--- src/rtl/isa_capture_arbiter.sv ---
// Round-robin arbiter sharing the ISA->Pi capture ring write port; writes each granted
// event as an unsplit {tag, data} byte pair and requests CHRDY hold as the ring fills.
module isa_capture_arbiter #(
  parameter int unsigned NREQ       = 4,
  parameter int unsigned AW         = 12,
  parameter int unsigned HIGH_WATER = 3968,
  parameter int unsigned WAIT_MAX   = 511
) (
  input  logic              clk,
  input  logic              rst_n,
  input  logic [NREQ-1:0]   req_valid,
  input  logic [8*NREQ-1:0] req_tag,
  input  logic [8*NREQ-1:0] req_data,
  output logic [NREQ-1:0]   req_ready,
  input  logic [AW-1:0]     rd_ptr,
  output logic [AW-1:0]     wr_addr,
  output logic [7:0]        wr_data,
  output logic              wr_en,
  output logic [AW-1:0]     level,
  output logic              chrdy_hold,
  output logic [15:0]       drop_cnt
);

  localparam int unsigned IW      = (NREQ > 1) ? $clog2(NREQ) : 1;
  localparam int unsigned SW      = $clog2(WAIT_MAX + 1);
  localparam int unsigned MAX_LVL = (2 ** AW) - 3;

  typedef enum logic [1:0] {IDLE, STALL, TAG, DATA} state_t;

  state_t          state, state_n;
  logic [AW-1:0]   wr_ptr, wr_ptr_n;
  logic [IW-1:0]   rr_ptr, rr_n;
  logic [SW-1:0]   stall_cnt, stall_n;
  logic [IW-1:0]   win_q, win_n;
  logic [7:0]      tag_q, tag_n, data_q, data_n;
  logic [NREQ-1:0] ready_n;
  logic            wr_en_n;
  logic [AW-1:0]   wr_addr_n;
  logic [7:0]      wr_data_n;
  logic [AW-1:0]   level_n;
  logic            hold_n;
  logic [15:0]     drop_n;
  logic            drop_now;

  logic            win_found;
  logic [IW-1:0]   win_idx;
  logic [7:0]      sel_tag, sel_data;
  logic [AW-1:0]   level_c;
  logic            free_ok;
  int unsigned     scan;

  // Round-robin scan starting at rr_ptr; first valid requester wins.
  always_comb begin
    win_found = 1'b0;
    win_idx   = '0;
    scan      = 0;
    for (int unsigned k = 0; k < NREQ; k++) begin
      scan = (32'(rr_ptr) + k) % NREQ;
      if (!win_found && req_valid[IW'(scan)]) begin
        win_found = 1'b1;
        win_idx   = IW'(scan);
      end
    end
  end

  always_comb begin
    sel_tag  = '0;
    sel_data = '0;
    for (int unsigned k = 0; k < NREQ; k++) begin
      if (IW'(k) == win_idx) begin
        sel_tag  = req_tag[8*k +: 8];
        sel_data = req_data[8*k +: 8];
      end
    end
  end

  // One slot stays empty, so a pair fits only while level <= depth-3.
  assign level_c = wr_ptr - rd_ptr;
  assign free_ok = (level_c <= AW'(MAX_LVL));

  function automatic logic [IW-1:0] rr_next(input logic [IW-1:0] i);
    return IW'((32'(i) + 1) % NREQ);
  endfunction

  always_comb begin
    state_n   = state;
    wr_ptr_n  = wr_ptr;
    rr_n      = rr_ptr;
    stall_n   = stall_cnt;
    win_n     = win_q;
    tag_n     = tag_q;
    data_n    = data_q;
    ready_n   = '0;
    wr_en_n   = 1'b0;
    wr_addr_n = wr_addr;
    wr_data_n = wr_data;
    drop_n    = drop_cnt;
    drop_now  = 1'b0;

    case (state)
      IDLE: begin
        stall_n = '0;
        if (win_found) begin
          if (free_ok) begin
            win_n   = win_idx;
            tag_n   = sel_tag;
            data_n  = sel_data;
            state_n = TAG;
          end else begin
            state_n = STALL;
          end
        end
      end
      STALL: begin
        if (!win_found) begin
          stall_n = '0;
          state_n = IDLE;
        end else if (free_ok) begin
          win_n   = win_idx;
          tag_n   = sel_tag;
          data_n  = sel_data;
          stall_n = '0;
          state_n = TAG;
        end else if (stall_cnt == SW'(WAIT_MAX - 1)) begin
          ready_n[win_idx] = 1'b1;
          drop_now         = 1'b1;
          if (drop_cnt != 16'hFFFF) drop_n = drop_cnt + 16'd1;
          rr_n    = rr_next(win_idx);
          stall_n = '0;
          state_n = IDLE;
        end else begin
          stall_n = stall_cnt + SW'(1);
        end
      end
      TAG: begin
        ready_n[win_q] = 1'b1;
        wr_en_n        = 1'b1;
        wr_addr_n      = wr_ptr;
        wr_data_n      = tag_q;
        wr_ptr_n       = wr_ptr + AW'(1);
        rr_n           = rr_next(win_q);
        state_n        = DATA;
      end
      DATA: begin
        wr_en_n   = 1'b1;
        wr_addr_n = wr_ptr;
        wr_data_n = data_q;
        wr_ptr_n  = wr_ptr + AW'(1);
        state_n   = IDLE;
      end
      default: state_n = IDLE;
    endcase

    level_n = wr_ptr_n - rd_ptr;
    hold_n  = !drop_now && ((level_n >= AW'(HIGH_WATER)) || (state_n == STALL));
  end

  always_ff @(posedge clk or negedge rst_n) begin
    if (!rst_n) begin
      state      <= IDLE;
      wr_ptr     <= '0;
      rr_ptr     <= '0;
      stall_cnt  <= '0;
      win_q      <= '0;
      tag_q      <= '0;
      data_q     <= '0;
      req_ready  <= '0;
      wr_en      <= 1'b0;
      wr_addr    <= '0;
      wr_data    <= '0;
      level      <= '0;
      chrdy_hold <= 1'b0;
      drop_cnt   <= '0;
    end else begin
      state      <= state_n;
      wr_ptr     <= wr_ptr_n;
      rr_ptr     <= rr_n;
      stall_cnt  <= stall_n;
      win_q      <= win_n;
      tag_q      <= tag_n;
      data_q     <= data_n;
      req_ready  <= ready_n;
      wr_en      <= wr_en_n;
      wr_addr    <= wr_addr_n;
      wr_data    <= wr_data_n;
      level      <= level_n;
      chrdy_hold <= hold_n;
      drop_cnt   <= drop_n;
    end
  end

endmodule
--- config.mk ---
export PLATFORM = sky130hd
export DESIGN_NAME = isa_capture_arbiter
export DESIGN_NICKNAME = d
export VERILOG_FILES = /design/src/rtl/isa_capture_arbiter.sv
export SDC_FILE = /design/constraint.sdc
export NUM_CORES = 1
export LEC_CHECK = 0
export ABC_AREA = 1
export CAP_MARGIN = 20
export CORE_MARGIN = 3
export CORE_UTILIZATION = 50
export CTS_CLUSTER_DIAMETER = 40
export DETAILED_ROUTE_END_ITERATION = 8
export GPL_TIMING_DRIVEN = 0
export PLACE_DENSITY = 0.79
export SLEW_MARGIN = 30
export SYNTH_ARGS = -nofsm -noshare
export SYNTH_HDL_FRONTEND = slang
export SYNTH_SLANG_ARGS = --single-unit
--- constraint.sdc ---
create_clock -name clk -period 4.1 [get_ports clk]
set_input_delay 0.82 -clock clk [delete_from_list [all_inputs] [get_ports clk]]
set_output_delay 0.82 -clock clk [all_outputs]
set_load 0.05 [all_outputs]
* Word level (Yosys, flattened, before mapping)
Cells that the tools add are included.
** Cells by class
- $add $sub $neg :: 10
- Order comparisons :: 10
- Eq/ne operators :: 12
- Mux-type cells :: 53
- Bitwise logic cells :: 1
- Reductions and logical operators :: 21
** Operators by type and width (count)
- $mux 8 :: 8
- $mux 9 :: 3
- $mux 2 :: 12
- $sub 12x12->12 :: 2
- $lt 2x3->1 const B :: 6
- $pmux 9 s2 :: 1
- $add 16x1->16 const B :: 1
- $ne 16x16->1 const B :: 1
- $pmux 8 s2 :: 1
- $mux 1 :: 15
- $add 12x1->12 const B :: 1
- $ge 12x12->1 const B :: 1
- $le 12x12->1 const B :: 1
- $mux 12 :: 1
- $mux 4 :: 3
- $add 9x1->9 const B :: 1
- $eq 9x9->1 const B :: 1
- $bmux 1 s2 :: 4
- $pmux 2 s4 :: 1
- $pmux 4 s2 :: 1
- $add 2x1->2 const B :: 3
- $logic_and 1x1->1 :: 6
- $ne 2x2->1 const B :: 3
- $reduce_bool 2->1 :: 3
- 16 further kinds :: 27
** Word-level totals
- Bits in registers :: 97
- Word-level logic and storage cells :: 121

* Logic depth before layout (Yosys ltp)
Gate-level depths: netlist of run 1.
- Depth in word-level cells :: 20
- Mapped depth :: 20
- Depth with buffers taken out :: 19

* Worst setup path before layout of run 1
Ideal clock, no wire load.
- Path type :: register to register
- Start point :: reg state[0]
- End point :: reg chrdy_hold
- Library setup time :: 77 ps
- Arrival :: 2812 ps
- Slack :: 1210 ps
- Stages on the path, launching flop included :: 18
- Clock period less this slack :: 2890 ps
- Cells stage by stage :: dfrtp_1 ha_1 buf_2 nor2_1 clkinv_1 nand2_1 xor2_1 ha_1 nand2_1 nand2_1 a31oi_1 nor2_1 nor2_1 o21ai_0 xor2_1 nor2_1 nand4_1 a21oi_1
** Between the ends
- Cells in the longest elaborated chain, start to end :: 7
- Elaborated cells on any way between the ends :: 18
- Those cells by class :: 1 x add/sub; 1 x order compare; 4 x eq/ne; 7 x mux; 5 x reduce/logical
** RTL lines
- start, declared :: line 30 : state_t state, state_n;
- start signal, assigned :: line 175 : state <= state_n;
- $eq 2x2->1 :: line 100 : case (state)
- $reduce_or 2->1 (no source line) *
- $mux 12 *
- net wr_ptr_n[2] :: line 31 : logic [AW-1:0] wr_ptr, wr_ptr_n;
- $sub 12x12->12 * :: line 154 : level_n = wr_ptr_n - rd_ptr;
- $ge 12x12->1 * :: line 155 : hold_n = !drop_now && ((level_n >= AW'(HIGH_WATER)) || (state_n == STALL));
- $logic_or 1x1->1 * :: line 155
- $logic_and 1x1->1 * :: line 155
- net hold_n :: line 41 : logic hold_n;
- end signal, assigned :: line 187 : chrdy_hold <= hold_n;
- end, declared :: line 20 : output logic chrdy_hold,
Mark *: on every way through the listed nets, which the timed path passes. The rest lies on a longest branch.
A chain may end at the register's enable or synchronous reset.

* Worst setup path in the final report of run 1
Ends and elaborated chain as after synthesis.

==> results of run 1 <==
==> metrics by stage <==
step | utilization | setup WS, ns | total power, uW | hold slack (ns)
6_report | 0.6741 | 0.3055 | 6577 | 0.3445
5_1_grt | 0.6741 | 0.04168 | 7152 | 0.3540
4_1_cts | 0.6741 | 0.3520 | 6603 | 0.3490
3_5_place_dp | 0.6487 | 0.3041 | 5727 | 0.4725
3_3_place_gp | 0.6463 | -1.442 | 5648 | 0.4639
2_1_floorplan | - | 1.210 | 4566 | 0.4754
==> power by group <==
part | leakage [uW] | total, uW | switching [uW] | internal (uW)
registers | 0.00119 | 1450 | 177 | 1280
clock network | 0.000149 | 861 | 354 | 506
logic | 0.00267 | 4260 | 2820 | 1440
total | 0.00401 | 6580 | 3350 | 3230
==> worst max-delay path, cell delays in order (launching register included) <==
cell and delay [ns]:
dfrtp_1 0.41, inv_1 0.10, ha_1 0.29, nor2_1 0.34
clkinv_1 0.38, nand2_1 0.17, xor2_1 0.21, ha_1 0.32
nand2_1 0.08, nand2_1 0.04, a31oi_1 0.29, nor2_1 0.08
nor2_1 0.25, o21ai_0 0.14, xor2_1 0.17, nor2_1 0.10
nand4_1 0.15, a21oi_1 0.17
==> area by class of cell <==
cell class | instances | area, um2 | share of cell area
multi-input combinational | 636 | 3277 | 0.4014
sequential | 97 | 2427 | 0.2973
timing repair buffer | 136 | 1380 | 0.1690
inverter | 117 | 441.7 | 0.05410
clock buffer | 12 | 256.5 | 0.03142
tap | 168 | 210.2 | 0.02575
buffer | 20 | 120.1 | 0.01471
clock inverter | 4 | 51.30 | 0.006284
==> cells by family after synthesis <==
logic type / count (synthesis) / synth area share
flip-flops: 97 / 0.3874
buffers and inverters: 137 / 0.08966
AND/OR/NAND/NOR: 480 / 0.3273
adder cells (fa/ha/maj): 32 / 0.06629
XOR/XNOR: 41 / 0.05851
AO/OA/AOI/OAI: 83 / 0.07089
==> layer usage <==
metal  part of all wire  vias up  wire length, um  global-route usage
met1               0.45     2708             7023              0.2876
met2               0.47      164             7429              0.3924
met3              0.051       35              795             0.04998
met5                  0        -                0                   0
li1                   -     3059                -                   -
met4              0.030        0              467             0.09084
==> synth_stat cells, types with 8 or more instances <==
library cell  number
xor2_1            29
xnor2_1           11
buf_2              9
inv_1            112
nor2_1           101
nand4_1            9
ha_1              30
o21ai_0           42
dfrtp_1           97
nor3_1             8
nand3_1          107
nand2_1          238
a21oi_1           22
==> path summary, 6_finish.rpt <==
kind / end / slack [ns] / depth (start not counted)
worst max register to register: chrdy_hold$_DFF_PN0_ / 0.31 / 17
max in group asynchronous: data_q[3]$_DFFE_PN0P_ / 3.15 / 2
min in group clk: wr_addr[6]$_DFFE_PN0N_ / 0.48 / 2
worst min-delay path: drop_cnt[13]$_DFFE_PN0P_ / 0.34 / 1
worst min register to register: wr_addr[6]$_DFFE_PN0N_ / 0.48 / 2
worst max-delay path: chrdy_hold$_DFF_PN0_ / 0.31 / 17
==> state kept, by name, indices dropped and copies added (netlist names) <==
register	cells
level	12
drop_cnt	16
wr_addr	12
win_q	2
wr_data	8
data_q	8
wr_en	1
wr_ptr	12
stall_cnt	9
rr_ptr	2
req_ready	4
state	2
chrdy_hold	1
tag_q	8
==> impl_metrics.env, run 1 <==
export IMPL_synth_top_cell_by_area="dfrtp_1"
export IMPL_grt_max_degree=68
export IMPL_p_per_area_nw_per_um2=805.6
export IMPL_portBuffers=135
export IMPL_cts_root_buf="clkbuf_16"
export IMPL_fin_crit_sh=0.9255
export IMPL_crit_path_start="state[0]$_DFF_PN0_"
export IMPL_drtPass1Iterations=6
export IMPL_antenna_found_initial=0
export IMPL_worst_pin_slew_ns=0.7944
export IMPL_clock_sinks=97
export IMPL_fin_cells=1190
export IMPL_dp_hpwl_mm=12.41
export IMPL_cap_violations=0
export IMPL_cts_hold_buf=0
export IMPL_peakVddDrop_mv=0.6325
export IMPL_required_ns=4.37
export IMPL_grt_usage=0.2312
export IMPL_synth_nets=984
export IMPL_vias=5966
export IMPL_syn_area_um2=6266
export IMPL_gp_congestion=0.8870
export IMPL_async_reset_ff_frac=1.000
export IMPL_drive_gt1_frac=0.04599
export IMPL_synth_top_area_share=0.3874
export IMPL_rsz0062_at_grt="no"
export IMPL_final_cell_mix="nand2_1 (238), clkdlybuf4s50_1 (134), inv_1 (112), nand3_1 (107), nor2_1 (101)"
export IMPL_drt_initial_drc_count=339
export IMPL_finalSetupViolations=0
export IMPL_slew_violations=0
export IMPL_ys_flop_type="dfrtp_1"
export IMPL_regToRegStartpoint="state[0]$_DFF_PN0_"
export IMPL_p_leak_uw=0.004005
export IMPL_post_synth_num_cell_types=40
export IMPL_area_growth_pct=30.29
export IMPL_die_h_um=117.9
export IMPL_cts_tree="yes"
export IMPL_grt_pass1_wl_mm=26.71
export IMPL_num_rows=40
export IMPL_wl_mm=15.72
export IMPL_outcome="complete, no violations"
export IMPL_max_clock_freq_mhz=263.5
export IMPL_synth_seq_area_share=0.3874
export IMPL_ios=136
export IMPL_htreeDepth=3
export IMPL_die_area_um2=13910
export IMPL_cts_made_buffers=9
export IMPL_place_area_um2=7856
export IMPL_ys_ff_latch=97
export IMPL_core_area_um2=12110
export IMPL_initial_core_util=0.5174
export IMPL_synth_area_per_cell_um2=7.202
export IMPL_clock_skew_ns=0.005115
export IMPL_cts_setup_buffers=0
export IMPL_cp_end_kind="flip-flop"
export IMPL_fillers=1050
export IMPL_critPathLaunchType="flip-flop"
export IMPL_cts_resized=0
export IMPL_place_inst=1174
export IMPL_diodes=0
export IMPL_antenna_left=0
export IMPL_grt_pass1_vias=5875
export IMPL_routedWlPerCell_um=13.21
export IMPL_finalHoldViolCount=0
export IMPL_syn_instance_count=870
export IMPL_die_w_um=117.9
export IMPL_finalSetupTns_ns=0
export IMPL_overflow=0
export IMPL_cts_buffer_depth=2
export IMPL_drc=0
export IMPL_arrival_ns=4.06
export IMPL_synthTopCellsByArea="dfrtp_1 (39%), nand2_1 (14%), nand3_1 (8.5%), inv_1 (6.7%), nor2_1 (6.1%)"
export IMPL_yosysWarnings=0
export IMPL_critical_path_class="flip-flop to flip-flop"
export IMPL_via_per_inst=5.013
export IMPL_hold_path_class="input port to async pin"
export IMPL_crit_fanout=10
export IMPL_mostFrequentLayoutCell="nand2_1"
export IMPL_num_nets_final=1131
export IMPL_relSlewSlack=0.4655
export IMPL_clk_pin_slew_worst_paths_ns=0.06
export IMPL_synth_edf_count=0
export IMPL_fin_crit_ns=3.795
export IMPL_insertion_delay_ns=0.34
export IMPL_design_area_um2=8164
Power figures use the tool's default switching activity.
==> run 2, diff against run 1 <==
--- a/config.mk
+++ b/config.mk
@@ -8,11 +8,11 @@
 export ABC_AREA = 1
 export CAP_MARGIN = 20
 export CORE_MARGIN = 3
-export CORE_UTILIZATION = 50
+export CORE_UTILIZATION = 45
 export CTS_CLUSTER_DIAMETER = 40
 export DETAILED_ROUTE_END_ITERATION = 8
 export GPL_TIMING_DRIVEN = 0
-export PLACE_DENSITY = 0.79
+export PLACE_DENSITY = 0.72
 export SLEW_MARGIN = 30
 export SYNTH_ARGS = -nofsm -noshare
 export SYNTH_HDL_FRONTEND = slang
==> run 2 against run 1 <==
Against the previous run: sequential power barely moved; maximum frequency rose by 3.1%; power rose by 0.30%; non-clock buffer count did not move; sequential share of layout area fell by 0.068 points; highest routed layer unchanged; critical path type unchanged.
==> impl_metrics.env, run 2 (same netlist as run 1, synthesis figures left out) <==
export IMPL_cts_hold_buf=0
export IMPL_die_h_um=124
export IMPL_dp_hpwl_mm=12.57
export IMPL_drt_initial_drc_count=315
export IMPL_clock_sinks=97
export IMPL_p_total_uw=6597
export IMPL_rrSetupSlack_ns=0.42
export IMPL_num_rows=42
export IMPL_antenna_left=0
export IMPL_grt_pass1_vias=5738
export IMPL_cts_buffer_depth=2
export IMPL_finalSetupViolations=0
export IMPL_wl_mm=15.76
export IMPL_clock_skew_ns=0.007421
export IMPL_outcome="complete, no violations"
export IMPL_finalSetupTns_ns=0
export IMPL_die_area_um2=15380
export IMPL_max_clock_freq_mhz=271.8
export IMPL_rr_worst_depth=18
export IMPL_via_per_inst=4.984
export IMPL_grt_max_degree=72
export IMPL_cts_made_buffers=9
export IMPL_largest_register_ffs=16
export IMPL_cap_violations=0
export IMPL_relSlewSlack=0.4994
export IMPL_place_inst=1182
export IMPL_num_nets_final=1131
export IMPL_diodes=0
export IMPL_fillers=1282
export IMPL_grt_pass1_wl_mm=25.94
export IMPL_vias=5966
export IMPL_htreeDepth=3
export IMPL_hold_path_class="input port to async pin"
export IMPL_crit_chain="inv_1 > ha_1 > nor2_1 > clkbuf_1 > nor2_1 > xor2_1 > ha_1 > inv_1 > o21ai_0 > nand3_1 > nand2_1 > a21oi_1 > o21ai_0 > nand2_1 > nand2_1 > nor2_1 > nand4_1 > a21oi_1"
export IMPL_die_w_um=124
export IMPL_slowest_delay_ns=0.50
export IMPL_fin_crit_sh=0.8972
export IMPL_slew_violations=0
export IMPL_portBuffers=135
export IMPL_area_growth_pct=30.59
export IMPL_rsz0062_at_grt="no"
export IMPL_arrival_ns=3.96
export IMPL_peakVddDrop_mv=0.6866
export IMPL_p_per_area_nw_per_um2=806.2
export IMPL_drtPass1Iterations=5
export IMPL_p_leak_uw=0.004003
export IMPL_drive_gt1_frac=0.04701
export IMPL_critPathLaunchType="flip-flop"
export IMPL_finalHoldViolCount=0
export IMPL_critical_path_slowest_cell="clkbuf_1"
export IMPL_core_area_um2=13450
export IMPL_drc=0
export IMPL_antenna_found_initial=0
export IMPL_worst_pin_slew_ns=0.7440
export IMPL_fin_crit_ns=3.679
export IMPL_routedWlPerCell_um=13.16
export IMPL_cts_resized=0
export IMPL_grt_usage=0.2133
export IMPL_cp_end_kind="flip-flop"
export IMPL_cts_tree="yes"
export IMPL_initial_core_util=0.4658
export IMPL_overflow=0
export IMPL_final_cell_mix="nand2_1 (238), clkdlybuf4s50_1 (134), inv_1 (112), nand3_1 (107), nor2_1 (101)"
export IMPL_ios=136
export IMPL_worst_slack_ns=0.4213
export IMPL_cts_root_buf="clkbuf_16"
export IMPL_cts_setup_buffers=0
export IMPL_insertion_delay_ns=0.35
export IMPL_gp_congestion=0.8889
export IMPL_required_ns=4.38
export IMPL_clk_pin_slew_worst_paths_ns=0.07
export IMPL_critical_path_class="flip-flop to flip-flop"
export IMPL_regMostFlops="drop_cnt"
export IMPL_fin_cells=1197
export IMPL_pre_cts_slack_ns=0.3332
export IMPL_mostFrequentLayoutCell="nand2_1"
export IMPL_crit_fanout=10
==> run 2: final cells by class <==
type | instances | area (um2) | share of cell area
plain buffers | 20 | 120.1 | 0.01468
clock buffers | 9 | 225.2 | 0.02752
clock inverters | 6 | 91.34 | 0.01116
inverters | 117 | 441.7 | 0.05398
multi-input cells | 636 | 3277 | 0.4005
flip-flops and latches | 97 | 2427 | 0.2966
well taps | 176 | 220.2 | 0.02691
repair buffers | 136 | 1380 | 0.1687
==> run 2: power breakdown <==
group	leakage (uW)	internal [uW]	switching (uW)
clock network	0.000144	533	373
logic	0.00267	1440	2800
registers	0.00119	1270	174
==> run 2: worst paths after layout <==
| check | startpoint | end |
|---|---|---|
| worst max-delay path | state[0]$_DFF_PN0_ | chrdy_hold$_DFF_PN0_ |
| worst min-delay path | rst_n | level[10]$_DFF_PN0_ |
| worst max register to register | state[0]$_DFF_PN0_ | chrdy_hold$_DFF_PN0_ |
| worst min register to register | wr_addr[7]$_DFFE_PN0N_ | wr_addr[7]$_DFFE_PN0N_ |
| max in group asynchronous | rst_n | tag_q[1]$_DFFE_PN0P_ |
| min in group clk | wr_addr[7]$_DFFE_PN0N_ | wr_addr[7]$_DFFE_PN0N_ |
==> run 2: layer usage <==
metal  track usage  share of wire  up-vias
met5             0              0        -
met4       0.07734          0.020        0
met3       0.05041          0.064       26
met2        0.3555           0.47      167
met1        0.2704           0.45     2705
li1              -              -     3068
==> run 2: through the flow <==
stage | util | hold slack, ns | area [um2]
finish | 0.6083 | 0.3229 | 8183
detailed placement | 0.5847 | 0.4683 | 7866
global route | 0.6083 | 0.3294 | 8183
floorplan | - | 0.4754 | 6266
global placement | 0.5826 | 0.4629 | 7838
CTS | 0.6083 | 0.3194 | 8183
==> run 2: worst max-delay path: cells and delay by family, from the launching register on <==
family / cells / cell delay, ns
fa+ha+maj: 2 / 0.60
simple gates: 8 / 1.01
buf+inv: 3 / 0.71
compound gates: 4 / 0.65
xor+xnor: 1 / 0.21
flops: 1 / 0.42
